==> config.mk <==
export PLATFORM = sky130hd
export DESIGN_NAME = dma_io_burst_ctrl
export DESIGN_NICKNAME = d
export VERILOG_FILES = /design/src/rtl/dma_pkg.sv /design/src/rtl/dma_sync_fifo.sv /design/src/rtl/dma_io_burst_ctrl.sv
export SDC_FILE = /design/constraint.sdc
export NUM_CORES = 1
export LEC_CHECK = 0
export ABC_AREA = 1
export BUFFER_PORTS_ARGS = -buffer_cell sky130_fd_sc_hd__buf_2
export CAP_MARGIN = 0
export CORE_ASPECT_RATIO = 0.7
export CORE_UTILIZATION = 40
export DETAILED_ROUTE_END_ITERATION = 8
export GPL_ROUTABILITY_DRIVEN = 0
export GPL_TIMING_DRIVEN = 0
export PLACE_DENSITY = 0.69
export SYNTH_ARGS = -nofsm -noshare
export SYNTH_HDL_FRONTEND = slang
export SYNTH_SLANG_ARGS = --single-unit
==> constraint.sdc <==
create_clock -name clk -period 5.1 [get_ports clk]
set_clock_uncertainty 0.1 [all_clocks]
set_input_delay 0.51 -clock clk [delete_from_list [all_inputs] [get_ports clk]]
set_output_delay 0.51 -clock clk [all_outputs]
set_load 0.03 [all_outputs]
==> src/rtl/dma_pkg.sv <==
// Shared types and constants for the DMA I/O burst feeder.
// Holds the controller state enum, default widths and the word address stride.
package dma_pkg;

  localparam int DMA_DATA_W      = 32;
  localparam int DMA_ADDR_W      = 32;
  localparam int DMA_FIFO_DEPTH  = 8;
  localparam int DMA_LEN_W       = 4;
  localparam int DMA_GNT_TIMEOUT = 64;

  // Byte stride between consecutive 32-bit words on the memory bus
  localparam int WORD_BYTES = 4;

  typedef enum logic [2:0] {
    IDLE,
    REQ,
    XFER,
    REL,
    BACKOFF
  } dma_state_t;

endpackage

==> src/rtl/dma_sync_fifo.sv <==
// Single-clock FIFO with show-ahead head word and occupancy count.
// Push when full and pop when empty are ignored.
module dma_sync_fifo
  import dma_pkg::*;
#(
  parameter int DATA_W = DMA_DATA_W,
  parameter int DEPTH  = DMA_FIFO_DEPTH
) (
  input  logic                     clk,
  input  logic                     rst_n,
  input  logic                     push,
  input  logic [DATA_W-1:0]        push_data,
  input  logic                     pop,
  output logic [DATA_W-1:0]        pop_data,
  output logic                     full,
  output logic                     empty,
  output logic [$clog2(DEPTH):0]   count
);

  localparam int AW = $clog2(DEPTH);
  localparam int CW = AW + 1;

  logic [DATA_W-1:0] mem [DEPTH];
  logic [AW-1:0]     wr_ptr_reg, wr_ptr_next;
  logic [AW-1:0]     rd_ptr_reg, rd_ptr_next;
  logic [CW-1:0]     count_reg, count_next;
  logic              push_ok, pop_ok;

  assign full     = (count_reg == CW'(DEPTH));
  assign empty    = (count_reg == '0);
  assign count    = count_reg;
  assign pop_data = mem[rd_ptr_reg];
  assign push_ok  = push && !full;
  assign pop_ok   = pop && !empty;

  always_comb begin
    wr_ptr_next = wr_ptr_reg;
    rd_ptr_next = rd_ptr_reg;
    count_next  = count_reg;
    if (push_ok) wr_ptr_next = wr_ptr_reg + AW'(1);
    if (pop_ok)  rd_ptr_next = rd_ptr_reg + AW'(1);
    case ({push_ok, pop_ok})
      2'b10:   count_next = count_reg + CW'(1);
      2'b01:   count_next = count_reg - CW'(1);
      default: count_next = count_reg;
    endcase
  end

  always_ff @(posedge clk or negedge rst_n) begin
    if (!rst_n) begin
      wr_ptr_reg <= '0;
      rd_ptr_reg <= '0;
      count_reg  <= '0;
    end else begin
      wr_ptr_reg <= wr_ptr_next;
      rd_ptr_reg <= rd_ptr_next;
      count_reg  <= count_next;
    end
  end

  // Storage needs no reset; the pointers define which entries are live
  always_ff @(posedge clk) begin
    if (push_ok) mem[wr_ptr_reg] <= push_data;
  end

endmodule

==> src/rtl/dma_io_burst_ctrl.sv <==
// I/O-side DMA feeder: buffers peripheral words, then writes them as a granted burst.
// Optional macro DMA_GNT_TIMEOUT_EN adds grant timeout with one-cycle request backoff.
module dma_io_burst_ctrl
  import dma_pkg::*;
#(
  parameter int DATA_W      = DMA_DATA_W,
  parameter int ADDR_W      = DMA_ADDR_W,
  parameter int FIFO_DEPTH  = DMA_FIFO_DEPTH,
  parameter int LEN_W       = DMA_LEN_W,
  parameter int GNT_TIMEOUT = DMA_GNT_TIMEOUT
) (
  input  logic                          clk,
  input  logic                          rst_n,
  input  logic                          io_valid,
  input  logic [DATA_W-1:0]             io_data,
  output logic                          io_ready,
  input  logic [ADDR_W-1:0]             base_addr,
  input  logic [LEN_W-1:0]              burst_len,
  output logic                          bus_req,
  input  logic                          bus_gnt,
  output logic [ADDR_W-1:0]             dma_addr,
  output logic [DATA_W-1:0]             dma_data,
  output logic                          dma_mem_wr,
  output logic                          done,
  output logic [$clog2(FIFO_DEPTH):0]   fifo_count
`ifdef DMA_GNT_TIMEOUT_EN
  ,
  output logic                          gnt_timeout
`endif
);

  localparam int CW = $clog2(FIFO_DEPTH) + 1;

  if (FIFO_DEPTH < 2 || (FIFO_DEPTH & (FIFO_DEPTH - 1)) != 0 ||
      (2 ** LEN_W) - 1 < FIFO_DEPTH || GNT_TIMEOUT < 1) begin : g_param_check
    $error("dma_io_burst_ctrl: unsupported parameter combination");
  end

  dma_state_t        state_reg, state_next;
  logic [CW-1:0]     rem_reg, rem_next;
  logic [ADDR_W-1:0] ptr_reg, ptr_next;
  logic              wr_reg, wr_next;
  logic [ADDR_W-1:0] dma_addr_reg, dma_addr_next;
  logic [DATA_W-1:0] dma_data_reg, dma_data_next;
  logic [CW-1:0]     eff_len;
  logic              issue;

  logic [DATA_W-1:0] fifo_head;
  logic              fifo_full, fifo_empty;

`ifdef DMA_GNT_TIMEOUT_EN
  localparam int TW = $clog2(GNT_TIMEOUT + 1);
  logic [TW-1:0] tmo_reg, tmo_next;
`endif

  dma_sync_fifo #(
    .DATA_W (DATA_W),
    .DEPTH  (FIFO_DEPTH)
  ) u_fifo (
    .clk       (clk),
    .rst_n     (rst_n),
    .push      (io_valid),
    .push_data (io_data),
    .pop       (issue),
    .pop_data  (fifo_head),
    .full      (fifo_full),
    .empty     (fifo_empty),
    .count     (fifo_count)
  );

  assign io_ready   = !fifo_full;
  assign bus_req    = (state_reg == REQ) || (state_reg == XFER);
  assign done       = (state_reg == REL);
  assign dma_mem_wr = wr_reg;
  assign dma_addr   = dma_addr_reg;
  assign dma_data   = dma_data_reg;
`ifdef DMA_GNT_TIMEOUT_EN
  assign gnt_timeout = (state_reg == BACKOFF);
`endif

  // Zero-length requests become one word; anything beyond the buffer is clamped
  always_comb begin
    if (burst_len == '0)
      eff_len = CW'(1);
    else if (int'(burst_len) > FIFO_DEPTH)
      eff_len = CW'(FIFO_DEPTH);
    else
      eff_len = CW'(burst_len);
  end

  always_comb begin
    state_next    = state_reg;
    rem_next      = rem_reg;
    ptr_next      = ptr_reg;
    wr_next       = 1'b0;
    dma_addr_next = '0;
    dma_data_next = '0;
    issue         = 1'b0;
`ifdef DMA_GNT_TIMEOUT_EN
    tmo_next      = '0;
`endif
    case (state_reg)
      IDLE: begin
        if (fifo_count >= eff_len) begin
          rem_next   = eff_len;
          ptr_next   = base_addr;
          state_next = REQ;
        end
      end
      REQ: begin
        if (bus_gnt && !fifo_empty) begin
          issue      = 1'b1;
          state_next = XFER;
        end
`ifdef DMA_GNT_TIMEOUT_EN
        else if (tmo_reg == TW'(GNT_TIMEOUT - 1))
          state_next = BACKOFF;
        else
          tmo_next = tmo_reg + TW'(1);
`endif
      end
      // rem_reg counts words not yet issued; zero means the last write is on the bus
      XFER: begin
        if (rem_reg == '0)
          state_next = REL;
        else if (bus_gnt && !fifo_empty)
          issue = 1'b1;
      end
      REL:     state_next = IDLE;
      BACKOFF: state_next = REQ;
      default: state_next = IDLE;
    endcase

    if (issue) begin
      wr_next       = 1'b1;
      dma_addr_next = ptr_reg;
      dma_data_next = fifo_head;
      ptr_next      = ptr_reg + ADDR_W'(WORD_BYTES);
      rem_next      = rem_reg - CW'(1);
    end
  end

  always_ff @(posedge clk or negedge rst_n) begin
    if (!rst_n) begin
      state_reg    <= IDLE;
      rem_reg      <= '0;
      ptr_reg      <= '0;
      wr_reg       <= 1'b0;
      dma_addr_reg <= '0;
      dma_data_reg <= '0;
`ifdef DMA_GNT_TIMEOUT_EN
      tmo_reg      <= '0;
`endif
    end else begin
      state_reg    <= state_next;
      rem_reg      <= rem_next;
      ptr_reg      <= ptr_next;
      wr_reg       <= wr_next;
      dma_addr_reg <= dma_addr_next;
      dma_data_reg <= dma_data_next;
`ifdef DMA_GNT_TIMEOUT_EN
      tmo_reg      <= tmo_next;
`endif
    end
  end

endmodule

==> flow_summary_export.csv, run 1 <==
group,metric,value,unit
min_path,holdPathStages,3,
floorplanning,start_util,40.82,%
route,drc,0,
floorplanning,die_y,165.4,um
cts,cts_tree,"built",
synth,synthesis.nets,1456,
job,maxCapViolCount,0,
critical_path,r2r_cells,16,
critical_path,rrSetupSlack,2.30,ns
pwr,seq_power_share,37.9,%
synth,netlist_instances,1369,
route,wire_per_inst,19.34,um
pwr,pwr-share-clk,26.5,%
timing,final-hold-violation-count,0,
floorplanning,rows,59,
critical_path,worst_r2r_startpoint,"rem_reg[0]",
pwr,p_leak,7.431,nW
pwr,ir_drop,0.3397,mV
critical_path,crit_type,"flop to flop",
route,dr.pass1.iters,5,
finish,regMostFlops,"u_fifo.mem",
cts,cts_buffers,38,
timing,fin_tns_setup,0,ns
cts,cts_buffer_depth,3,
cts,root_buffer,"clkbuf_16",
finish,largest_register_ffs,256,
finish,syn_to_final_growth,19.18,%
min_path,min_path_type,"input port to flop",
pwr,switching_share,39.15,%
global_route,grt.met2_usage,32.24,%
timing,post-route-min-period,2.802,ns
finish,fin_nets,1649,
pwr,pwr-share-comb,35.6,%
route,drt_iter0_markers,1123,
timing,fin_crit_sh,54.93,%
floorplanning,die_area,0.03892,sq mm
timing,worst_pin_slew,0.7321,ns
global_route,use_met3,5.053,%
timing,slew_headroom,51.19,%
pwr,p_int,6.667,mW
pwr,p_per_area,603.0,mW/mm^2
synth,synth.cell_area,0.01525,sq mm
route,via_count,10930,
cts,htreeDepth,2,
min_path,min_from,"base_addr[5]",
timing,slew_violations,0,
route,routed_wl,40240,um
floorplanning,die_x,235.4,um
pwr,p_sw,4.290,mW
synth,synth-seq-cells,369,
global_route,grt.overflow.total,0,
synth,syn_area_per_cell,11.14,sq um
synth,ys_seq_area_share,68.96,%
critical_path,r2r_end,"u_fifo.count[2]",
place,pre_cts_slack,2.280,ns
route,viasPerCell,5.253,
critical_path,path_max_fanout,11,
global_route,grtUsageMet1,29.18,%
floorplanning,pin_count,144,
timing,rsz0062_at_grt,"false",
finish,drive_gt1_share,17.72,%
cts,clkTransAtPathRegs,0.06,ns
place,place_hpwl,26580,um
floorplanning,core_area,0.03735,sq mm
outcome,status,"finished clean",
critical_path,required,5.43,ns
global_route,antenna_found_initial,5,
route,ant_nets,0,
global_route,grt_pass1_vias,10660,
cts,clkLatencyLatePin,0.55,ns
global_route,gr-max-usage-layer,"met2",
synth,synth_warnings,0,
global_route,grt_max_degree,60,
global_route,grt_first_pass_wirelength,61780,um
critical_path,cp-start-kind,"flop",
timing,timing.final.ws_setup,2.298,ns
cts,cts.sinks,369,
timing,fmax,0.3569,GHz
timing,setup_viol,0,
place,port_buffers,143,
global_route,grt_usage,20.84,%
cts,post_cts_buffers,0,
critical_path,cp-end-kind,"flop",
critical_path,critPathArrivalTime,3.13,ns
min_path,hold_end,"ptr_reg[5]",
synth,ys_types,31,
==> worst max-delay path by stage <==
stage	start	to	slack, ns	depth (start not counted)
after floorplan	u_fifo.count[1]	u_fifo.mem[0][0]	1.74	5
after global placement	u_fifo.count[1]	u_fifo.mem[0][20]	0.73	5
after detailed placement	rem_reg[0]	u_fifo.count[2]	2.28	16
after CTS	rem_reg[0]	u_fifo.count[2]	2.27	16
after global routing	rem_reg[0]	u_fifo.count[2]	2.02	16
final	rem_reg[0]	u_fifo.count[2]	2.30	16
==> layout by cell type, fill, tap and decap left out, types with 36 or more instances in the layout <==
cell type,netlist,final
buf_2,26,168
nand3_1,48,48
nor2_1,244,236
inv_1,79,79
o221ai_1,64,64
clkbuf_1,31,36
clkbuf_16,0,40
edfxtp_1,256,256
nand2_1,274,274
o21ai_0,147,147
dfrtp_1,113,113
==> critical path: stages, from the launching register on <==
cell,delay (ns)
dfrtp_1,0.39
inv_1,0.06
ha_1,0.21
nand2_1,0.07
nand2_1,0.07
nand2_2,0.09
nand3_4,0.14
inv_2,0.22
buf_4,0.27
ha_1,0.28
nand2_1,0.08
inv_1,0.08
nor2_1,0.05
ha_1,0.17
a21oi_1,0.14
xor2_1,0.16
o21ai_0,0.09
==> stage by stage <==
step | instances | hold WS, ns | cell area (sq um) | util (%) | total power, mW
2_1_floorplan | 1369 | 0.1144 | 15250 | - | 6.663
3_3_place_gp | 2000 | 0.3580 | 16570 | 44.37 | 7.913
3_5_place_dp | 2009 | 0.3634 | 16840 | 45.07 | 8.073
4_1_cts | 2079 | 0.07260 | 18170 | 48.64 | 10.99
5_1_grt | 2080 | 0.08581 | 18170 | 48.64 | 11.58
6_report | 2081 | 0.08915 | 18170 | 48.65 | 10.96
==> layout make-up <==
class / instances / area, sq um
fill: 3327 / 19180
buffer: 67 / 321.6
inverter: 83 / 311.5
tap: 488 / 610.6
antenna: 2 / 5.005
multi-input combinational: 850 / 4160
timing repair buffer: 153 / 927.1
clock inverter: 16 / 191.4
sequential: 369 / 10520
clock buffer: 53 / 1130
==> cells by family (layout without fill, tap and decap cells) <==
family	count (synthesis)	count (layout)	synth area share, %
XOR/XNOR	16	16	0.9190
AO/OA/AOI/OAI	224	224	8.993
adder cells (fa/ha/maj)	15	15	1.231
other	0	2	0
AND/OR/NAND/NOR	595	595	15.75
buffers and inverters	150	372	4.152
flip-flops	369	369	68.96
==> synth_stat cells <==
cell | instances | area, sq um
a21o_1 | 1 | 7.510
a21oi_1 | 3 | 15.01
and2_1 | 1 | 6.260
buf_1 | 1 | 3.750
buf_2 | 26 | 130.1
buf_4 | 8 | 60.06
buf_6 | 1 | 11.26
clkbuf_1 | 31 | 116.4
dfrtp_1 | 113 | 2828
edfxtp_1 | 256 | 7687
ha_1 | 15 | 187.7
inv_1 | 79 | 296.5
inv_2 | 4 | 15.01
nand2_1 | 274 | 1028
nand2_2 | 8 | 50.05
nand3_1 | 48 | 240.2
nand3_4 | 1 | 17.52
nand3b_1 | 1 | 7.510
nand4_1 | 4 | 25.02
nor2_1 | 244 | 915.9
nor2_2 | 6 | 37.54
nor2_4 | 5 | 56.30
nor3_1 | 2 | 10.01
o211ai_1 | 1 | 7.510
o21ai_0 | 147 | 735.7
o21ai_1 | 6 | 30.03
o21bai_1 | 2 | 15.01
o221ai_1 | 64 | 560.5
or2_2 | 1 | 6.260
xnor2_1 | 3 | 26.28
xor2_1 | 13 | 113.9
==> timing repair <==
| action | CTS | global route |
|---|---|---|
| setup endpoints to repair | 0 | 0 |
| hold endpoints to repair | 54 | 0 |
| resized for setup | 0 | 0 |
| hold buffers | 1 | 0 |
==> routing by layer <==
layer | wire (um) | share of wire, %
met5 | 46 | 0.11
met2 | 18010 | 45
met1 | 17730 | 44
met4 | 839 | 2.1
met3 | 3610 | 9.0
==> power groups by stage <==
stage	sequential (mW)	combinational, mW	clock, mW
3_5_place_dp	4.20	3.87	0
3_3_place_gp	4.21	3.70	0
6_report	4.15	3.90	2.90
4_1_cts	4.15	3.90	2.94
2_1_floorplan	4.43	2.23	0
5_1_grt	4.21	4.30	3.07
(Power assumes the default switching activity.)
==> run 2: changes to the inputs <==
--- a/config.mk
+++ b/config.mk
@@ -13,7 +13,7 @@
 export DETAILED_ROUTE_END_ITERATION = 8
 export GPL_ROUTABILITY_DRIVEN = 0
 export GPL_TIMING_DRIVEN = 0
-export PLACE_DENSITY = 0.69
+export PLACE_DENSITY = 0.71
 export SYNTH_ARGS = -nofsm -noshare
 export SYNTH_HDL_FRONTEND = slang
 export SYNTH_SLANG_ARGS = --single-unit
==> constraint.sdc (replaced) <==
create_clock -name clk -period 2.5 [get_ports clk]
set_clock_uncertainty 0.1 [all_clocks]
set_input_delay 0.25 -clock clk [delete_from_list [all_inputs] [get_ports clk]]
set_output_delay 0.25 -clock clk [all_outputs]
set_load 0.03 [all_outputs]
==> flow_summary_export.csv, run 2 (synthesis gave the netlist of run 1 again) <==
group,metric,value,unit
cts,clkTransAtPathRegs,0.06,ns
global_route,grt_max_degree,90,
floorplanning,pin_count,144,
global_route,grt.overflow.total,0,
place,place_hpwl,26270,um
critical_path,cp-end-kind,"flop",
critical_path,path_buf_inv,0,
timing,fin_crit_sh,100.4,%
finish,fin_nets,1713,
route,dr.pass1.iters,6,
critical_path,cp-start-kind,"flop",
cts,cts_tree,"built",
floorplanning,rows,59,
outcome,failed_checks,"negative setup slack",
pwr,p_per_area,1185,mW/mm^2
timing,worst_pin_slew,1.193,ns
finish,finish.instance_area,0.01873,sq mm
timing,slew_violations,0,
pwr,switching_share,39.66,%
floorplanning,die_y,165.4,um
finish,multi_input_area,0.004184,sq mm
timing,fin_tns_setup,-0.03282,ns
route,routed_wl,41000,um
pwr,pwr-share-clk,25.0,%
pwr,p_int,13.39,mW
critical_path,path_cells,"nor2_1, nand3_1, nand2_4, or2_4, nor2_4",
pwr,p_sw,8.803,mW
finish,nFillCells,3292,
route,viasPerCell,5.294,
finish,largest_register_ffs,256,
floorplanning,core_area,0.03735,sq mm
critical_path,critPathArrivalTime,2.56,ns
timing,fmax,0.3984,GHz
route,via_count,11330,
route,wire_per_inst,19.16,um
timing,holdWs,0.03237,ns
finish,drive_gt1_share,17.01,%
global_route,grt_usage,21.20,%
cts,root_buffer,"clkbuf_16",
route,drc,0,
outcome,status,"complete, but fails checks",
floorplanning,die_area,0.03892,sq mm
critical_path,rrSetupSlack,-0.01,ns
global_route,grt_first_pass_wirelength,63250,um
finish,syn_to_final_growth,22.80,%
floorplanning,start_util,40.82,%
finish,regMostFlops,"u_fifo.mem",
critical_path,crit_family,"simple AND/OR/NAND/NOR gates",
timing,post-route-min-period,2.510,ns
timing,setup_viol,8,
timing,slew_headroom,20.28,%
critical_path,slowest_delay,0.91,ns
finish,layout_commonest_cell,"nand2_1",
route,drt_iter0_markers,1397,
route,ant_nets,0,
finish,seqCellArea,0.01052,sq mm
cts,htreeDepth,2,
pwr,seq_power_share,38.3,%
timing,timing.final.ws_setup,-0.009941,ns
finish,diodes,0,
pwr,pwr-share-comb,36.7,%
timing,final-hold-violation-count,0,
min_path,min_path_type,"input port to asynchronous set/reset pin",
floorplanning,die_x,235.4,um
critical_path,path_max_fanout,32,
global_route,antenna_found_initial,1,
place,port_buffers,143,
critical_path,cp_slowest_cell,"nor2_4",
cts,cts.sinks,369,
cts,cts_buffer_depth,3,
critical_path,crit_type,"flop to flop",
timing,rsz0062_at_grt,"true",
job,maxCapViolCount,0,
critical_path,required,2.55,ns
finish,postLayoutCoreUtil,50.13,%
finish,final_cell_mix,"273 x nand2_1, 256 x edfxtp_1, 236 x nor2_1, 168 x buf_2, 147 x o21ai_0",
global_route,grt_pass1_vias,11200,
pwr,power.total,22.19,mW
pwr,ir_drop,0.7475,mV
cts,clkLatencyLatePin,0.55,ns
cts,cts_buffers,36,
place,place_area,0.01677,sq mm
pwr,p_leak,7.644,nW
[run 2: per-layer routing]
layer  share of wire (%)  wire length (um)  vias to the layer above  global-route usage, %
met4                 2.4               974                        2                  7.279
li1                    -                 -                     5232                      -
met3                 8.5              3473                       80                  4.106
met1                  43             17700                     5452                  28.96
met2                  46             18840                      564                  34.12
met5               0.027                11                        -                      0
[run 2: worst register-to-register path: cells and delay by family (launching register included)]
family	cells	cell delay, ns
and+or+nand+nor	5	1.56
DFF	1	0.44
[run 2: what timing repair did]
item | in CTS | in global routing
pin swaps | 4 | 4
setup buffers | 1 | 6
setup endpoints to repair | 146 | 153
gates resized for setup | 3 | 6
endpoints found under the hold margin | 399 | 0
hold buffers | 63 | 0
cloned | 0 | 1
[run 2: path summary, 6_finish.rpt]
kind,startpoint,to,cells past startpoint
setup / recovery,u_fifo.count[1],u_fifo.mem[2][16],5
hold / removal,rst_n,dma_addr[8],2
setup reg to reg,u_fifo.count[1],u_fifo.mem[2][16],5
hold reg to reg,ptr_reg[1],ptr_reg[1],2
max in group asynchronous,rst_n,dma_data[25],3
min in group clk,base_addr[25],ptr_reg[25],5
[run 2: area by class of cell]
| cell class | count | share of cell area (%) |
|---|---|---|
| Clock inverter | 14 | 0.8152 |
| Sequential cell | 369 | 56.17 |
| Buffer | 67 | 1.757 |
| Multi-Input combinational cell | 851 | 22.34 |
| Inverter | 83 | 1.690 |
| Clock buffer | 50 | 5.599 |
| Timing Repair Buffer | 218 | 8.359 |
| Tap cell | 488 | 3.261 |
[run 2: stage by stage]
stage,setup slack [ns],cells
6_report,-0.009941,2140
3_5_place_dp,-0.2358,2005
2_1_floorplan,-0.1553,1369
4_1_cts,-0.1288,2133
3_3_place_gp,-0.7794,2000
5_1_grt,-0.1448,2140
[run 2: power groups by stage]
| stage | clock (mW) | combinational [mW] | sequential (mW) |
|---|---|---|---|
| after floorplan | 0 | 4.60 | 9.03 |
| after global placement | 0 | 7.55 | 8.58 |
| after detailed placement | 0 | 7.85 | 8.60 |
| after CTS | 5.65 | 7.99 | 8.49 |
| after global routing | 5.88 | 8.98 | 8.62 |
| final | 5.55 | 8.14 | 8.50 |
